==> src/rtl/argmax_top2.sv <==
// argmax_top2: streaming argmax over one frame of signed class sums, reporting winner and runner-up.
// Optional runner-up tracker and margin subtractor are built only when ARGMAX_MARGIN_EN is defined.
module argmax_top2 #(
   parameter int SUM_W     = 14,
   parameter int CLS_W     = 4,
   parameter int MAX_CLASS = 16
) (
   input  logic             clk,
   input  logic             rst,
   input  logic [CLS_W:0]   cfg_num_class,
   input  logic             flush,
   input  logic             in_valid,
   output logic             in_ready,
   input  logic [SUM_W-1:0] in_sum,
   input  logic [CLS_W-1:0] in_idx,
   output logic             out_valid,
   input  logic             out_ready,
   output logic [CLS_W-1:0] out_class,
   output logic [CLS_W-1:0] out_second,
   output logic [SUM_W-1:0] out_max_sum,
   output logic [SUM_W-1:0] out_margin,
   output logic             out_err
);

   localparam logic [SUM_W-1:0] S_MIN    = {1'b1, {(SUM_W-1){1'b0}}};
   localparam logic [CLS_W:0]   NCLS_MAX = (CLS_W+1)'(MAX_CLASS);
   localparam logic [CLS_W:0]   NCLS_MIN = (CLS_W+1)'(2);
   localparam logic [CLS_W:0]   ONE      = (CLS_W+1)'(1);

   typedef enum logic {COLLECT = 1'b0, RESULT = 1'b1} state_t;
   state_t state, state_nxt;

   logic [CLS_W:0]   cnt, ncls_q, cfg_clamped, ncls_cur;
   logic             err_f, accept, last, idx_err;
   logic [SUM_W-1:0] max_s, nmax_s;
   logic [CLS_W-1:0] max_i, nmax_i;
`ifdef ARGMAX_MARGIN_EN
   logic [SUM_W-1:0] sec_s, nsec_s;
   logic [CLS_W-1:0] sec_i, nsec_i;
`endif

   assign accept   = in_valid && in_ready && !flush;
   assign ncls_cur = (cnt == '0) ? cfg_clamped : ncls_q;
   assign last     = (cnt == ncls_cur - ONE);
   assign idx_err  = ({1'b0, in_idx} != cnt);

   always_comb begin
      cfg_clamped = cfg_num_class;
      if (cfg_num_class < NCLS_MIN)
         cfg_clamped = NCLS_MIN;
      else if (cfg_num_class > NCLS_MAX)
         cfg_clamped = NCLS_MAX;
   end

   // Strict greater-than only: ties keep the earlier arrival in both slots.
   always_comb begin
      nmax_s = max_s;
      nmax_i = max_i;
`ifdef ARGMAX_MARGIN_EN
      nsec_s = sec_s;
      nsec_i = sec_i;
      if ($signed(in_sum) > $signed(max_s)) begin
         nsec_s = max_s;
         nsec_i = max_i;
         nmax_s = in_sum;
         nmax_i = in_idx;
      end else if ($signed(in_sum) > $signed(sec_s)) begin
         nsec_s = in_sum;
         nsec_i = in_idx;
      end
`else
      if ($signed(in_sum) > $signed(max_s)) begin
         nmax_s = in_sum;
         nmax_i = in_idx;
      end
`endif
   end

   always_ff @(posedge clk) begin
      if (rst)
         state <= COLLECT;
      else
         state <= state_nxt;
   end

   always_comb begin
      state_nxt = state;
      if (flush)
         state_nxt = COLLECT;
      else begin
         case (state)
            COLLECT: if (accept && last) state_nxt = RESULT;
            RESULT:  if (out_ready)      state_nxt = COLLECT;
            default: state_nxt = COLLECT;
         endcase
      end
   end

   always_comb begin
      in_ready  = (state == COLLECT) && !rst;
      out_valid = (state == RESULT);
   end

   always_ff @(posedge clk) begin
      if (rst) begin
         cnt         <= '0;
         ncls_q      <= NCLS_MIN;
         err_f       <= 1'b0;
         max_s       <= S_MIN;
         max_i       <= '0;
         out_class   <= '0;
         out_max_sum <= '0;
         out_err     <= 1'b0;
`ifdef ARGMAX_MARGIN_EN
         sec_s       <= S_MIN;
         sec_i       <= '0;
         out_second  <= '0;
         out_margin  <= '0;
`endif
      end else if (flush) begin
         cnt   <= '0;
         err_f <= 1'b0;
         max_s <= S_MIN;
         max_i <= '0;
`ifdef ARGMAX_MARGIN_EN
         sec_s <= S_MIN;
         sec_i <= '0;
`endif
      end else if (accept) begin
         if (cnt == '0)
            ncls_q <= cfg_clamped;
         if (last) begin
            out_class   <= nmax_i;
            out_max_sum <= nmax_s;
            out_err     <= err_f | idx_err;
            cnt         <= '0;
            err_f       <= 1'b0;
            max_s       <= S_MIN;
            max_i       <= '0;
`ifdef ARGMAX_MARGIN_EN
            // max never falls below sec, so the widened difference always fits unsigned SUM_W.
            out_second  <= nsec_i;
            out_margin  <= SUM_W'({nmax_s[SUM_W-1], nmax_s} - {nsec_s[SUM_W-1], nsec_s});
            sec_s       <= S_MIN;
            sec_i       <= '0;
`endif
         end else begin
            cnt   <= cnt + ONE;
            err_f <= err_f | idx_err;
            max_s <= nmax_s;
            max_i <= nmax_i;
`ifdef ARGMAX_MARGIN_EN
            sec_s <= nsec_s;
            sec_i <= nsec_i;
`endif
         end
      end
   end

`ifndef ARGMAX_MARGIN_EN
   assign out_second = '0;
   assign out_margin = '0;
`endif

endmodule

==> config.mk <==
export PLATFORM = sky130hd
export DESIGN_NAME = argmax_top2
export DESIGN_NICKNAME = d
export VERILOG_FILES = /design/src/rtl/argmax_top2.sv
export SDC_FILE = /design/constraint.sdc
export NUM_CORES = 1
export LEC_CHECK = 0
export CORE_MARGIN = 1.5
export CORE_UTILIZATION = 25
export DETAILED_ROUTE_END_ITERATION = 16
export PLACE_DENSITY = 0.42
export SLEW_MARGIN = 10
export SYNTH_ARGS = -nofsm -noshare
export SYNTH_HDL_FRONTEND = slang
export SYNTH_SLANG_ARGS = --single-unit
==> constraint.sdc <==
create_clock -name clk -period 7.05 [get_ports clk]
set_input_delay 2.115 -clock clk [delete_from_list [all_inputs] [get_ports clk]]
set_output_delay 2.115 -clock clk [all_outputs]
set_load 0.02 [all_outputs]
==> out/summary.txt <==
Setup slack after layout: 1.58 ns
Starting DRT DRC Count: 121
Fin. Hold Viols: 0
Routed vias: 2937
DPL Wire Length: 6.19 mm
Post-Layout Cell Count: 584
Arrival @ worst endpoint: 3.36 ns
Post CTS Setup Buffer Count: 0
Final worst-path cycle share: 0.777
Post-synth EDFFs: 0
Post-CTS Hold Fix Bufs: 0
Hold path depth: 2
R2R cell count: 8
Clock Skew: 0.00858 ns
Clock Latency Late Sink: 0.29 ns
Setup WS pre-CTS: 1.58 ns
Worst Setup EP: in_ready
Clock transition at path regs: 0.07 ns
Area of the core: 0.0127 mm^2
Vias per inst: 5.03
Ports: 67
Number of port buffers: 48
Post-Route WL: 9.19 mm
First-pass GRT wire length: 15.1 mm
Least-Margin Pin Slew: 1.04 ns
PostCTS Resize Cnt: 0
Count leader, synth: dfxtp_1
Top post-synthesis cells by count: dfxtp_1, nand2_1, nand3_1
Post-Synthesis Cells: 381
Syn-to-layout area delta: 21.5%
Register bit count reported by yosys: 49
Mean Syn Cell Area: 8.58 um^2
RSZ-0062 raised after global routing: false
VDD IR max: 0.0941 mV
Top cell type's share of synthesized area: 0.300
Drt drc: 0
Synth Cell Area: 0.00327 mm^2
P_leak: 1.50 nW
WHS: 0.473 ns
Async set-or-reset flop fraction in the synthesized netlist: 0
Initial antenna violation count: 0
Synth warn: 0
Global route overflow: 0
Wire per inst: 15.7 um
Pwr dens: 174 mW/mm^2
DR pass1 iterations: 4
Final setup viols: 0
Crit-path max FO: 2
Main flop type after synthesis: dfxtp_1
Startpoint Class: input port
Htree depth: 2
Fmax: 0.183 GHz
Clock sink count: 49
Critical path class: input port to output pin
Top cell type by total area after synthesis: dfxtp_1
Worst R2R Start: cnt[0]$_SDFFE_PP0P_
Maxcap violations: 0
Root buffer cell: clkbuf_16
Worst Path Required: 4.93 ns
Post-route minimum period: 5.47 ns
Placed cells: 576
Final core utilization: 0.313
Routability congestion estimate: 0.770
# rows: 41
Die Y: 117 um
Rel. slew slack: 0.303
Antenna diode count: 0
CTS Buffer Depth: 2
Routed Antenna Nets: 0
Inserted Clock Buffers: 5
Area contributors post-synth: dfxtp_1, ha_1, mux2i_1, o2111ai_1, o211ai_1
Starting Density: 0.258
Worst R2R End: out_class[1]$_SDFFE_PP0P_
Slew Limit Fails: 0
Status: finished, final reports clean
Worst reg2reg setup slack: 3.34 ns
Crit. End Element: output pin
Synth unique cells: 56
Final nets: 455
Vias in the first global route: 2788
Hold WC Path Type: register to register
Layout cell share with drive strength beyond 1: 0.0995
Largest net degree at the start of global routing: 44
CP startpoint: rst
GRT Util Overall: 0.134
Die area: 0.0138 mm^2
Setup TNS: 0 ns
Seq/Total Area, Yosys: 0.300
CTS tree: built
Die Span X: 117 um
cell usage in the layout (no fill, tap or decap), types with 2 or more instances in the layout:
cell | synthesis | routed
dfxtp_1 | 49 | 49
clkdlybuf4s50_1 | 0 | 48
nand2_1 | 32 | 32
nand3_1 | 22 | 22
inv_1 | 21 | 21
o211ai_1 | 21 | 21
a31oi_1 | 20 | 20
mux2i_1 | 19 | 19
o2111ai_1 | 18 | 18
conb_1 | 1 | 18
ha_1 | 16 | 16
o21ai_0 | 13 | 13
a211oi_2 | 10 | 11
nor2_1 | 10 | 9
a211oi_1 | 10 | 9
nor3_1 | 8 | 8
a21oi_1 | 7 | 6
nor2b_1 | 5 | 5
clkbuf_16 | 0 | 5
buf_4 | 19 | 5
and3_1 | 4 | 4
o22ai_1 | 4 | 4
nand3b_1 | 4 | 4
nor4b_2 | 2 | 2
or3_1 | 2 | 2
nand4_1 | 2 | 2
and4_1 | 2 | 2
nand2b_1 | 2 | 2
xnor2_1 | 2 | 2
o21a_1 | 2 | 2
o31ai_1 | 2 | 2
a21o_1 | 2 | 2
clkbuf_8 | 0 | 2
critical path: stages:
cell and delay [ns]:
clkdlybuf4s50_1 0.50, nor2_1 0.13, clkdlybuf4s50_1 0.61
where the power goes:
| group | switching (mW) | internal, mW | leakage [nW] |
|---|---|---|---|
| sequential | 0.00666 | 0.284 | 0.397 |
| clock | 0.106 | 0.151 | 0.0799 |
| combinational | 0.0924 | 0.0511 | 1.02 |
| total | 0.205 | 0.485 | 1.50 |
through the flow:
stage / instance area [um^2] / total power, mW
detailed placement: 3810 / 0.440
floorplan: 3330 / 0.398
finish: 3970 / 0.691
global route: 3970 / 0.725
CTS: 3970 / 0.700
global placement: 3810 / 0.439
layout make-up:
type | count | area (um^2)
repair buffers | 53 | 518
fillers | 1389 | 8700
well taps | 172 | 215
flip-flops and latches | 49 | 981
inverters | 21 | 78.8
clock inverters | 1 | 5.00
clock buffers | 7 | 153
multi-input cells | 281 | 2020
cells by family (layout without fill, tap and decap cells):
kind of cell	after synthesis	after routing	synth area share
mux	22	22	0.0731
buf+inv	68	82	0.107
xor+xnor	2	2	0.00536
flops	49	49	0.300
simple gates	106	106	0.180
other cells	1	18	0.00115
compound gates	117	117	0.272
fa+ha+maj	16	16	0.0613
worst min path at each step:
stage / startpoint / slack, ns / to
final: max_i[0]$_SDFFE_PP0P_ / 0.47 / max_i[0]$_SDFFE_PP0P_
after global routing: max_i[1]$_SDFFE_PP0P_ / 0.50 / max_i[1]$_SDFFE_PP0P_
after CTS: max_i[0]$_SDFFE_PP0P_ / 0.48 / max_i[0]$_SDFFE_PP0P_
after detailed placement: max_i[0]$_SDFFE_PP0P_ / 0.47 / max_i[0]$_SDFFE_PP0P_
after global placement: max_i[3]$_SDFFE_PP0P_ / 0.46 / max_i[3]$_SDFFE_PP0P_
after floorplan: max_i[0]$_SDFFE_PP0P_ / 0.45 / max_i[0]$_SDFFE_PP0P_
sequential cells by signal, summed over array words and instances (netlist names):
register,count
out_max_sum,14
ncls_q,5
out_err,1
max_s,14
err_f,1
max_i,4
cnt,5
out_class,4
out_valid,1
routing by layer:
layer / share of wire / vias to the layer above / GRT usage
met4: 0.0058 / 0 / 0.0208
li1: - / 1463 / -
met1: 0.52 / 1393 / 0.197
met3: 0.035 / 4 / 0.0214
met5: 0 / - / 0
met2: 0.44 / 77 / 0.210
Power figures use the tool's default switching activity.
